$ cat src/rtl/ecg_sample_capture.sv
`default_nettype none
// ============================================================================
// Module   : ecg_sample_capture
// Purpose  : Captures one ECG sample (address, data, start-of-frame flag) on
//            each rising edge of the fetch unit's sample strobe. Samples are
//            buffered in a small FIFO and handed to a valid/ready consumer.
//            Optional macro ECG_MOVING_AVG_EN replaces the raw sample with a
//            4-tap moving average of the raw captured samples.
// Ports    : clk, rst_n           - clock, asynchronous active-low reset
//            sample_strobe       - fetch-unit sample clock (same domain)
//            address_in, data_in - current fetch address and ROM word
//            out_valid/out_ready - head-entry handshake
//            out_data, out_addr, out_sof - head entry contents
//            level               - FIFO occupancy, 0..DEPTH
//            overflow            - sticky "sample dropped" flag
// Revision : 1.0 - initial release
// ============================================================================
module ecg_sample_capture #(
  parameter int DATA_W = 12,
  parameter int ADDR_W = 12,
  parameter int DEPTH  = 4
) (
  input  logic                     clk,
  input  logic                     rst_n,
  input  logic                     sample_strobe,
  input  logic [ADDR_W-1:0]        address_in,
  input  logic [DATA_W-1:0]        data_in,
  output logic                     out_valid,
  input  logic                     out_ready,
  output logic [DATA_W-1:0]        out_data,
  output logic [ADDR_W-1:0]        out_addr,
  output logic                     out_sof,
  output logic [$clog2(DEPTH):0]   level,
  output logic                     overflow
);

  localparam int PTR_W = $clog2(DEPTH);
  localparam logic [PTR_W:0] C_FULL = (PTR_W+1)'(DEPTH);

  // Pointers carry one extra bit so full and empty are distinguishable.
  logic [PTR_W:0]  wr_ptr_q, wr_ptr_d;
  logic [PTR_W:0]  rd_ptr_q, rd_ptr_d;
  logic            strobe_q;
  logic            overflow_q, overflow_d;

  logic [DATA_W-1:0] mem_data_q [DEPTH];
  logic [ADDR_W-1:0] mem_addr_q [DEPTH];
  logic              mem_sof_q  [DEPTH];

  logic              capture;
  logic              pop;
  logic              push;
  logic              full;
  logic [DATA_W-1:0] store_val;
  logic [PTR_W-1:0]  rd_idx;
  logic [PTR_W-1:0]  wr_idx;

  assign capture = sample_strobe & ~strobe_q;
  assign level   = wr_ptr_q - rd_ptr_q;
  assign full    = (level == C_FULL);
  assign pop     = out_valid & out_ready;
  // At full a simultaneous pop frees the slot the new sample goes into.
  assign push    = capture & (~full | pop);
  assign rd_idx  = rd_ptr_q[PTR_W-1:0];
  assign wr_idx  = wr_ptr_q[PTR_W-1:0];

`ifdef ECG_MOVING_AVG_EN
  // Last three raw captures, newest first. Dropped samples still shift in.
  logic [DATA_W-1:0] hist_q [3];
  logic [DATA_W+1:0] avg_sum;

  assign avg_sum   = (DATA_W+2)'(data_in) + (DATA_W+2)'(hist_q[0])
                   + (DATA_W+2)'(hist_q[1]) + (DATA_W+2)'(hist_q[2]);
  assign store_val = DATA_W'(avg_sum >> 2);

  always_ff @(posedge clk or negedge rst_n) begin
    if (!rst_n) begin
      hist_q[0] <= '0;
      hist_q[1] <= '0;
      hist_q[2] <= '0;
    end else if (capture) begin
      hist_q[0] <= data_in;
      hist_q[1] <= hist_q[0];
      hist_q[2] <= hist_q[1];
    end
  end
`else
  assign store_val = data_in;
`endif

  always_comb begin
    wr_ptr_d   = wr_ptr_q;
    rd_ptr_d   = rd_ptr_q;
    overflow_d = overflow_q;
    if (push) wr_ptr_d = wr_ptr_q + 1'b1;
    if (pop)  rd_ptr_d = rd_ptr_q + 1'b1;
    if (capture && !push) overflow_d = 1'b1;
  end

  always_ff @(posedge clk or negedge rst_n) begin
    if (!rst_n) begin
      // Starting high means a strobe already asserted at release is ignored.
      strobe_q   <= 1'b1;
      wr_ptr_q   <= '0;
      rd_ptr_q   <= '0;
      overflow_q <= 1'b0;
    end else begin
      strobe_q   <= sample_strobe;
      wr_ptr_q   <= wr_ptr_d;
      rd_ptr_q   <= rd_ptr_d;
      overflow_q <= overflow_d;
    end
  end

  // Storage needs no reset: outputs are masked whenever the FIFO is empty.
  always_ff @(posedge clk) begin
    if (push) begin
      mem_data_q[wr_idx] <= store_val;
      mem_addr_q[wr_idx] <= address_in;
      mem_sof_q[wr_idx]  <= (address_in == '0);
    end
  end

  assign out_valid = (level != '0);
  assign overflow  = overflow_q;
  assign out_data  = out_valid ? mem_data_q[rd_idx] : '0;
  assign out_addr  = out_valid ? mem_addr_q[rd_idx] : '0;
  assign out_sof   = out_valid ? mem_sof_q[rd_idx]  : 1'b0;

endmodule
`default_nettype wire

$ cat config.mk
export PLATFORM = sky130hd
export DESIGN_NAME = ecg_sample_capture
export DESIGN_NICKNAME = d
export VERILOG_FILES = /design/src/rtl/ecg_sample_capture.sv
export SDC_FILE = /design/constraint.sdc
export NUM_CORES = 1
export LEC_CHECK = 0
export CAP_MARGIN = 5
export CORE_MARGIN = 2
export CORE_UTILIZATION = 58
export DETAILED_ROUTE_END_ITERATION = 7
export PLACE_DENSITY = 0.95
export SYNTH_ARGS = -nofsm -noshare
export SYNTH_HDL_FRONTEND = slang
export SYNTH_SLANG_ARGS = --single-unit
$ cat constraint.sdc
create_clock -name clk -period 9.9 [get_ports clk]
set_input_delay 2.97 -clock clk [delete_from_list [all_inputs] [get_ports clk]]
set_output_delay 2.97 -clock clk [all_outputs]
set_load 0.03 [all_outputs]
==> results of run 1 <==
sequential cells by signal (all words and copies together), names as in the netlist:
| signal | flops |
|---|---|
| mem_addr_q | 48 |
| mem_data_q | 48 |
| mem_sof_q | 4 |
| rd_ptr_q | 3 |
| wr_ptr_q | 3 |
| overflow | 1 |
| strobe_q | 1 |
synth_stat cells, drive strengths merged:
| cell | number | area [um2] |
|---|---|---|
| buf | 7 | 42.54 |
| dfstp | 1 | 26.28 |
| mux2 | 2 | 22.52 |
| and3b | 1 | 8.760 |
| a21boi | 1 | 18.77 |
| nor2b | 26 | 162.7 |
| and3 | 1 | 6.260 |
| inv | 5 | 18.76 |
| and2 | 4 | 25.02 |
| clkbuf | 1 | 3.750 |
| a21oi | 1 | 5.000 |
| or2 | 1 | 6.260 |
| a41oi | 1 | 8.760 |
| fa | 1 | 20.02 |
| dfrtp | 7 | 175.2 |
| nor2 | 2 | 15.01 |
| o21ai | 1 | 8.760 |
| xor3 | 1 | 25.02 |
| a21o | 1 | 7.510 |
| ha | 6 | 75.07 |
| mux4 | 25 | 563.0 |
| o211ai | 1 | 7.510 |
| nor4 | 3 | 18.77 |
| edfxtp | 100 | 3003 |
| nand2 | 3 | 11.26 |
| xnor2 | 4 | 35.03 |
through the flow:
stage,worst slack (ns),utilization [%]
2_1_floorplan,4.553,-
3_3_place_gp,3.536,69.44
3_5_place_dp,3.452,69.44
5_1_grt,2.806,71.96
6_report,3.095,71.96
4_1_cts,3.036,71.96
area by class of cell:
type                            count  area (um2)
Multi-Input combinational cell     86        1054
Inverter                            5       18.77
Clock inverter                      7       57.56
Timing Repair Buffer               62       608.1
Fill cell                         443        2023
Clock buffer                        9       123.9
Tap cell                           99       123.9
Sequential cell                   108        3206
cell families (layout without fill, tap and decap cells):
logic type,Yosys count,after routing,share of synthesized area [%]
buffers and inverters,13,83,1.506
and+or+nand+nor,41,41,5.879
DFF,108,108,74.17
adders and majority gates,7,7,2.201
xor gates and xnor gates,5,5,1.390
muxes,27,27,13.55
AOI/OAI and AO/OA,6,6,1.303
worst max path at each step:
| stage | endpoint | cells past startpoint | slack (ns) |
|---|---|---|---|
| final | out_data[4] | 6 | 3.10 |
| after CTS | out_data[5] | 6 | 3.04 |
| after global routing | out_data[5] | 6 | 2.81 |
| after detailed placement | out_data[4] | 6 | 3.45 |
| after floorplan | out_addr[0] | 7 | 4.55 |
| after global placement | out_addr[3] | 6 | 3.54 |
layer usage:
| layer | global-route usage (%) | up-vias |
|---|---|---|
| li1 | - | 949 |
| met4 | 8.077 | 0 |
| met3 | 4.174 | 15 |
| met2 | 33.27 | 80 |
| met1 | 26.62 | 1099 |
| met5 | 0 | - |
==> metrics, run 1 <==
Std-Cell Rows 31; detailed-route DRC error count 0; Worst Hold Launch overflow$_DFFE_PN0P_; setup clock skew after layout 0.008972 ns; initial drt markers 137; Placement Cell Area roughly 5000 um2; Cell Area, Synth 4320 um2; number of warnings printed during yosys synthesis 0; launching instance or port of the critical path rd_ptr_q[0]$_DFFE_PN0P_; Worst R2R Path Depth 6; syn_nets 242; biggest fanout along the worst timing path 28; die outline width between 90 and 100 um; cell area after layout 5191 um2; met3 wire length 386 um; hold buffer count at CTS 0; overall routed net length 7829 um; Fin Hold WS 0.4622 ns; Initial Utilization 59.89%; post-CTS repair timing setup buffer count 0; average wire per standard cell approximately 21 um; total CTS buffers 9; delay of the slowest cell on the worst path ~0.99 ns; global-route usage over all layers 20.12%; CP endpoint kind primary output; flop and latch count out of synthesis 108; drt pass-1 iters 4; GPL Wtd Cong 0.7489; gate count of the mapped netlist between 200 and 250; antenna cells 0; most frequent standard cell in the layout excluding fill and tap cells sky130_fd_sc_hd__edfxtp_1; wire length of the first global-routing pass 12020 um; aggregate global routing overflow 0; Seq/Total Area, Yosys 74.17%; number of setup violations in the final report 0; status finished, final reports clean; Top Family by Delay on Critical Path flip-flops; slew margin rel. 38.16%; pin count of the biggest net entering global routing 29; fin cells 376; fin nets 307; highest clock rate ~0.15 GHz; number of unique standard cell types used by synthesis 29; CTS tree yes; WL met1 3197 um; post-CTS clock slew at the launch and capture registers of the worst setup and hold paths 0.10 ns; Avg Vias per Cell 5.699; cell chosen for the clock root sky130_fd_sc_hd__clkbuf_8; total of max-cap violations 0; H-Tree Depth 3; setup slack, reg-to-reg 6.36 ns; fin. max-slew vios 0; core area 7214 um2; Worst EP arrival 3.83 ns; Antenna Nets Post-Route 0; fraction of layout instances using a drive strength above 1 19.49%; final cycle utilization of the critical path 68.73%; layout overhead on the synthesized area 20.16%; highest metal layer with signal wires met4; initial antenna violation count 0; final critical delay including setup and external delays 6.805 ns; insertion delay of the later-clocked pin in the worst-skew pair 0.36 ns; count of boundary I/O pins 58; vias in the first global route 2226; count of instances resized after the clock tree is built 0; count of buffering cells on the critical path with inverters included 1; final number of hold-violating endpoints 0; die area a little over 8000 um2; detailed-route via count 2143; total instance count after detailed placement 360; Crit Reg-Reg Endpoint mem_addr_q[0][5]$_DFFE_PP_; class of the most critical setup path flop to primary output; clock sink total around 110; mean instance size in the synthesized netlist 20.87 um2; worst hold path stage count 1; leading cell types in the layout, fill and taps excluded 100 x sky130_fd_sc_hd__edfxtp_1, 57 x sky130_fd_sc_hd__clkdlybuf4s50_1, 26 x sky130_fd_sc_hd__nor2b_1; Detail Placement HPWL 5040 um; CP cell instances ha_1, fa_1, xor3_2, nor2_4, nor2b_1, clkdlybuf4s50_1; die height 90.31 um; Worst Hold Class flop to flop; setup repair after global routing missed its margin no; number of buffers added on ports 57; measured slew at the worst slew-check pin 0.9277 ns; worst hold path endpoint overflow$_DFFE_PN0P_; beginning of the worst register-to-register path rd_ptr_q[0]$_DFFE_PN0P_; setup total negative slack 0 ns; wire length on met2 4097 um; sort of element at the start of the critical path flop; Critical Path RT 6.93 ns; maximum buffer depth of the clock tree 2; master of the slowest instance on the critical path sky130_fd_sc_hd__dfrtp_2
Power of run 1 is left out: the tool's default activity adds up to more than one toggle a clock period on the data nets, which glitch-free logic cannot reach.
==> run 2: changes to the inputs <==
--- a/config.mk
+++ b/config.mk
@@ -7,9 +7,9 @@
 export LEC_CHECK = 0
 export CAP_MARGIN = 5
 export CORE_MARGIN = 2
-export CORE_UTILIZATION = 58
+export CORE_UTILIZATION = 54
 export DETAILED_ROUTE_END_ITERATION = 7
-export PLACE_DENSITY = 0.95
+export PLACE_DENSITY = 0.91
 export SYNTH_ARGS = -nofsm -noshare
 export SYNTH_HDL_FRONTEND = slang
 export SYNTH_SLANG_ARGS = --single-unit
==> constraint.sdc (replaced) <==
create_clock -name clk -period 6.8 [get_ports clk]
set_input_delay 2.04 -clock clk [delete_from_list [all_inputs] [get_ports clk]]
set_output_delay 2.04 -clock clk [all_outputs]
set_load 0.03 [all_outputs]
==> run 2 against run 1 <==
Global-route usage decreased by 0.39 points. Register-to-register slack got worse by 2.3 ns. Setup slack got worse by 1.8 ns. Final cell count increased by 1.1%. Critical path depth increased by 1. Flip-flop and latch count unchanged. Sequential share of layout area decreased by 0.81 points. First-iteration DRC count increased by 5.1%. Clock-buffer cell count unchanged. Core utilization decreased by 3.9 points. Final area increased by 1.3%. Clock skew decreased by 0.0035 ns. Critical path type unchanged. Highest routed layer unchanged.
==> metrics, run 2 (synthesis gave the netlist of run 1 again) <==
Critical Path RT 4.76 ns; initial drt markers 144; hold buffer count at CTS 0; wire length of the first global-routing pass roughly 12000 um; vias in the first global route 2275; global-route usage over all layers 19.72%; Initial Utilization 55.91%; sort of element at the start of the critical path flop; delay of the slowest cell on the worst path 0.64 ns; pin count of the biggest net entering global routing 28; leading cell types in the layout, fill and taps excluded 100 x sky130_fd_sc_hd__edfxtp_1, 57 x sky130_fd_sc_hd__clkdlybuf4s50_1, 26 x sky130_fd_sc_hd__nor2b_1; detailed-route via count between 2000 and 2500; highest clock rate 0.1833 GHz; Std-Cell Rows 32; core area 7727 um2; # fillers 507; average wire per standard cell around 21 um; slew margin rel. between 50 and 60%; detailed-route DRC error count 0; Worst Hold Launch overflow$_DFFE_PN0P_; insertion delay of the later-clocked pin in the worst-skew pair 0.36 ns; overall routed net length 7909 um; number of buffers added on ports 57; antenna cells 0; setup total negative slack 0 ns; Worst EP arrival 3.41 ns; fin. max-slew vios 0; biggest fanout along the worst timing path 26; setup repair after global routing missed its margin no; clock sink total about 110; beginning of the worst register-to-register path wr_ptr_q[0]$_DFFE_PN0P_; launching instance or port of the critical path wr_ptr_q[0]$_DFFE_PN0P_; number of setup violations in the final report 0; final number of hold-violating endpoints 0; count of instances resized after the clock tree is built 0; GPL Wtd Cong 0.8198; setup clock skew after layout about 0.0055 ns; post-CTS clock slew at the launch and capture registers of the worst setup and hold paths 0.09 ns; die height a little over 90 um; Util after Layout 68.07%; die area 8732 um2; drt pass-1 iters 4; aggregate global routing overflow 0; least setup slack across all paths after layout 1.345 ns; post-CTS repair timing setup buffer count 0; maximum buffer depth of the clock tree 2; Worst Hold Class flop to flop; final critical delay including setup and external delays 5.455 ns; Antenna Nets Post-Route 0; count of boundary I/O pins 58; Avg Vias per Cell 5.621; CP cell instances inv_1, ha_1, fa_1, xor3_2, nor2_4, nor2b_1, clkdlybuf4s50_1; CP endpoint kind primary output; layout overhead on the synthesized area 21.75%; Setup WS pre-CTS 1.735 ns; master of the slowest instance on the critical path sky130_fd_sc_hd__clkdlybuf4s50_1; total CTS buffers 9; fraction of layout instances using a drive strength above 1 a little over 20%; Worst R2R Path Depth 7; most frequent standard cell in the layout excluding fill and tap cells sky130_fd_sc_hd__edfxtp_1; Critical Path End out_addr[3]; setup slack, reg-to-reg 4.10 ns; Crit Reg-Reg Endpoint mem_data_q[2][5]$_DFFE_PP_; status finished, final reports clean; CTS tree yes; initial antenna violation count 0; die outline width 93.45 um; cell chosen for the clock root sky130_fd_sc_hd__clkbuf_8; final cycle utilization of the critical path 80.22%; registers with the highest flip-flop counts mem_addr_q x48, mem_data_q x48, mem_sof_q x4; H-Tree Depth 3; measured slew at the worst slew-check pin 0.7316 ns; fin nets 308; total of max-cap violations 0; Detail Placement HPWL 4712 um; class of the most critical setup path flop to primary output
[run 2: cell count changes in the layout (fill, tap and decap cells not counted), sizes merged]
cell      previous run  this run
buf                  5         6
bufinv               0         3
clkinvlp             1         2
inv                  9         5
[run 2: worst max-delay path: cells and delay by family (launching register included)]
family,cells,cell delay [ns]
AND/OR/NAND/NOR,2,0.79
buffers and inverters,2,0.75
adder cells (fa/ha/maj),2,0.62
XOR/XNOR,1,0.50
flip-flops,1,0.38
[run 2: worst min-delay path by stage]
stage                                         end  slack, ns  cells after the start
after global placement       overflow$_DFFE_PN0P_       0.44                      1
after detailed placement     overflow$_DFFE_PN0P_       0.45                      1
final                        overflow$_DFFE_PN0P_       0.47                      1
after global routing         overflow$_DFFE_PN0P_       0.51                      1
after floorplan           rd_ptr_q[2]$_DFFE_PN0P_       0.51                      1
after CTS                    overflow$_DFFE_PN0P_       0.47                      1
[run 2: stage by stage]
| stage | instance area [um2] | hold slack [ns] | std cells |
|---|---|---|---|
| after floorplan | 4320 | 0.5091 | 207 |
| after global placement | 5021 | 0.4434 | 364 |
| after detailed placement | 5021 | 0.4510 | 364 |
| after CTS | 5260 | 0.4724 | 380 |
| after global routing | 5260 | 0.5057 | 380 |
| final | 5260 | 0.4656 | 380 |
[run 2: final cells by class]
class | instances | area (um2) | area share (%)
Sequential cell | 108 | 3206 | 60.94
Multi-Input combinational cell | 86 | 1054 | 20.03
Timing Repair Buffer | 63 | 615.6 | 11.70
Tap cell | 102 | 127.6 | 2.426
Clock buffer | 9 | 123.9 | 2.355
Clock inverter | 7 | 115.1 | 2.188
Inverter | 5 | 18.77 | 0.3568
[run 2: routing by layer]
layer | GRT usage (%) | share of wire (%)
met2 | 32.07 | 53
met5 | 0 | 0
met3 | 3.546 | 4.0
met1 | 26.58 | 42
met4 | 8.333 | 1.4
Power of run 2 is left out for the same reason.
==> run 3: changes to the inputs <==
==> constraint.sdc (replaced) <==
create_clock -name clk -period 5.6 [get_ports clk]
set_input_delay 1.68 -clock clk [delete_from_list [all_inputs] [get_ports clk]]
set_output_delay 1.68 -clock clk [all_outputs]
set_load 0.03 [all_outputs]
==> run 3 against run 2 <==
Final cell count is the same. Via count shrank 0.23%. Final area decreased by 0.98%. Critical path depth is the same. Core utilization decreased by 0.66 points. Clock skew up 0.0035 ns. Flip-flop and latch count unchanged. Setup slack worse by 0.84 ns. Hold slack got worse by 0.0028 ns. Critical path type unchanged.
==> metrics, run 3 (synthesis gave the netlist of run 1 again) <==
leading cell types in the layout, fill and taps excluded 100 x sky130_fd_sc_hd__edfxtp_1, 57 x sky130_fd_sc_hd__clkdlybuf4s50_1, 26 x sky130_fd_sc_hd__nor2b_1; Critical Path RT 3.92 ns; fin. max-slew vios 0; # fillers 500; Avg Vias per Cell 5.608; layout overhead on the synthesized area 20.56%; overall routed net length 7249 um; Detail Placement HPWL between 4000 and 5000 um; biggest fanout along the worst timing path 26; least setup slack across all paths after layout 0.5013 ns; die area 8732 um2; setup clock skew after layout roughly 0.009 ns; global-route usage over all layers 17.82%; Util after Layout 67.41%; highest clock rate ~0.20 GHz; Worst Hold Class flop to flop; total CTS buffers 9; final number of hold-violating endpoints 0; Initial Utilization around 56%; hold buffer count at CTS 0; post-CTS repair timing setup buffer count 0; cell chosen for the clock root sky130_fd_sc_hd__clkbuf_8; fin nets 308; pin count of the biggest net entering global routing 28; vias in the first global route 2142; average wire per standard cell approximately 19 um; H-Tree Depth 3; sort of element at the start of the critical path flop; Setup WS pre-CTS 0.8800 ns; slew margin rel. 52.40%; setup repair after global routing missed its margin no; number of setup violations in the final report 0; clock sink total about 110; most frequent standard cell in the layout excluding fill and tap cells sky130_fd_sc_hd__edfxtp_1; aggregate global routing overflow 0; CTS tree yes; CP endpoint kind primary output; number of buffers added on ports 57; post-CTS clock slew at the launch and capture registers of the worst setup and hold paths around 0.1 ns; drt pass-1 iters 4; count of instances resized after the clock tree is built 0; wire length of the first global-routing pass 11210 um; initial drt markers 128; Std-Cell Rows 32; status finished, final reports clean; die outline width 93.45 um; core area 7727 um2; total of max-cap violations 0; final cycle utilization of the critical path between 90% and 100%; fraction of layout instances using a drive strength above 1 20.14%; Antenna Nets Post-Route 0; class of the most critical setup path flop to primary output; Worst EP arrival 3.42 ns; initial antenna violation count 0; insertion delay of the later-clocked pin in the worst-skew pair around 0.36 ns; maximum buffer depth of the clock tree 2; final critical delay including setup and external delays about 5 ns; count of boundary I/O pins between 50 and 60; die height 93.45 um; antenna cells 0; detailed-route DRC error count 0; registers with the highest flip-flop counts mem_addr_q x48, mem_data_q x48, mem_sof_q x4; GPL Wtd Cong approximately 0.76; measured slew at the worst slew-check pin 0.7123 ns; setup total negative slack 0 ns; detailed-route via count 2131
==> run 3: changes by cell type in the layout (fill, tap and decap cells not counted), sizes merged <==
cell and delta:
clkinvlp -1, inv +1, bufinv -3, clkinv +3
==> run 3: worst paths after layout <==
path / start / to / slack, ns / depth (start not counted)
max in group asynchronous: rst_n / strobe_q$_DFF_PN1_ / 3.67 / 1
min in group asynchronous: rst_n / rd_ptr_q[2]$_DFFE_PN0P_ / 1.60 / 1
setup reg to reg: wr_ptr_q[0]$_DFFE_PN0P_ / mem_addr_q[1][6]$_DFFE_PP_ / 2.86 / 7
hold reg to reg: overflow$_DFFE_PN0P_ / overflow$_DFFE_PN0P_ / 0.46 / 1
setup / recovery: wr_ptr_q[0]$_DFFE_PN0P_ / out_addr[3] / 0.50 / 7
hold / removal: overflow$_DFFE_PN0P_ / overflow$_DFFE_PN0P_ / 0.46 / 1
==> run 3: routing by layer <==
metal / wire (um) / global-route usage, %
met2: 3690 / 29.68
met3: 520 / 2.901
met4: 139 / 8.456
met1: 2899 / 23.12
met5: 0 / 0
==> run 3: metrics by stage <==
step / hold slack (ns) / std cells / instance area (um2)
floorplan: 0.5091 / 207 / 4320
global placement: 0.4445 / 364 / 5021
detailed placement: 0.4464 / 364 / 5021
CTS: 0.4701 / 380 / 5209
global route: 0.4969 / 380 / 5209
finish: 0.4628 / 380 / 5209
==> run 3: area by class of cell <==
cell class              count  area [um2]  share of cell area [%]
well taps                 102       127.6                   2.450
multi-input cells          86        1054                   20.23
flip-flops and latches    108        3206                   61.54
clock inverters             7       63.81                   1.225
inverters                   5       18.77                  0.3603
repair buffers             63       615.6                   11.82
clock buffers               9       123.9                   2.378
==> run 3: worst max-delay path: stages (launching register included) <==
cell and delay [ns]:
sky130_fd_sc_hd__dfrtp_1 0.39, sky130_fd_sc_hd__inv_1 0.11, sky130_fd_sc_hd__ha_1 0.23, sky130_fd_sc_hd__fa_1 0.40, sky130_fd_sc_hd__xor3_2 0.51, sky130_fd_sc_hd__nor2_4 0.61, sky130_fd_sc_hd__nor2b_1 0.16, sky130_fd_sc_hd__clkdlybuf4s50_1 0.64
Power of run 3 is left out for the same reason.
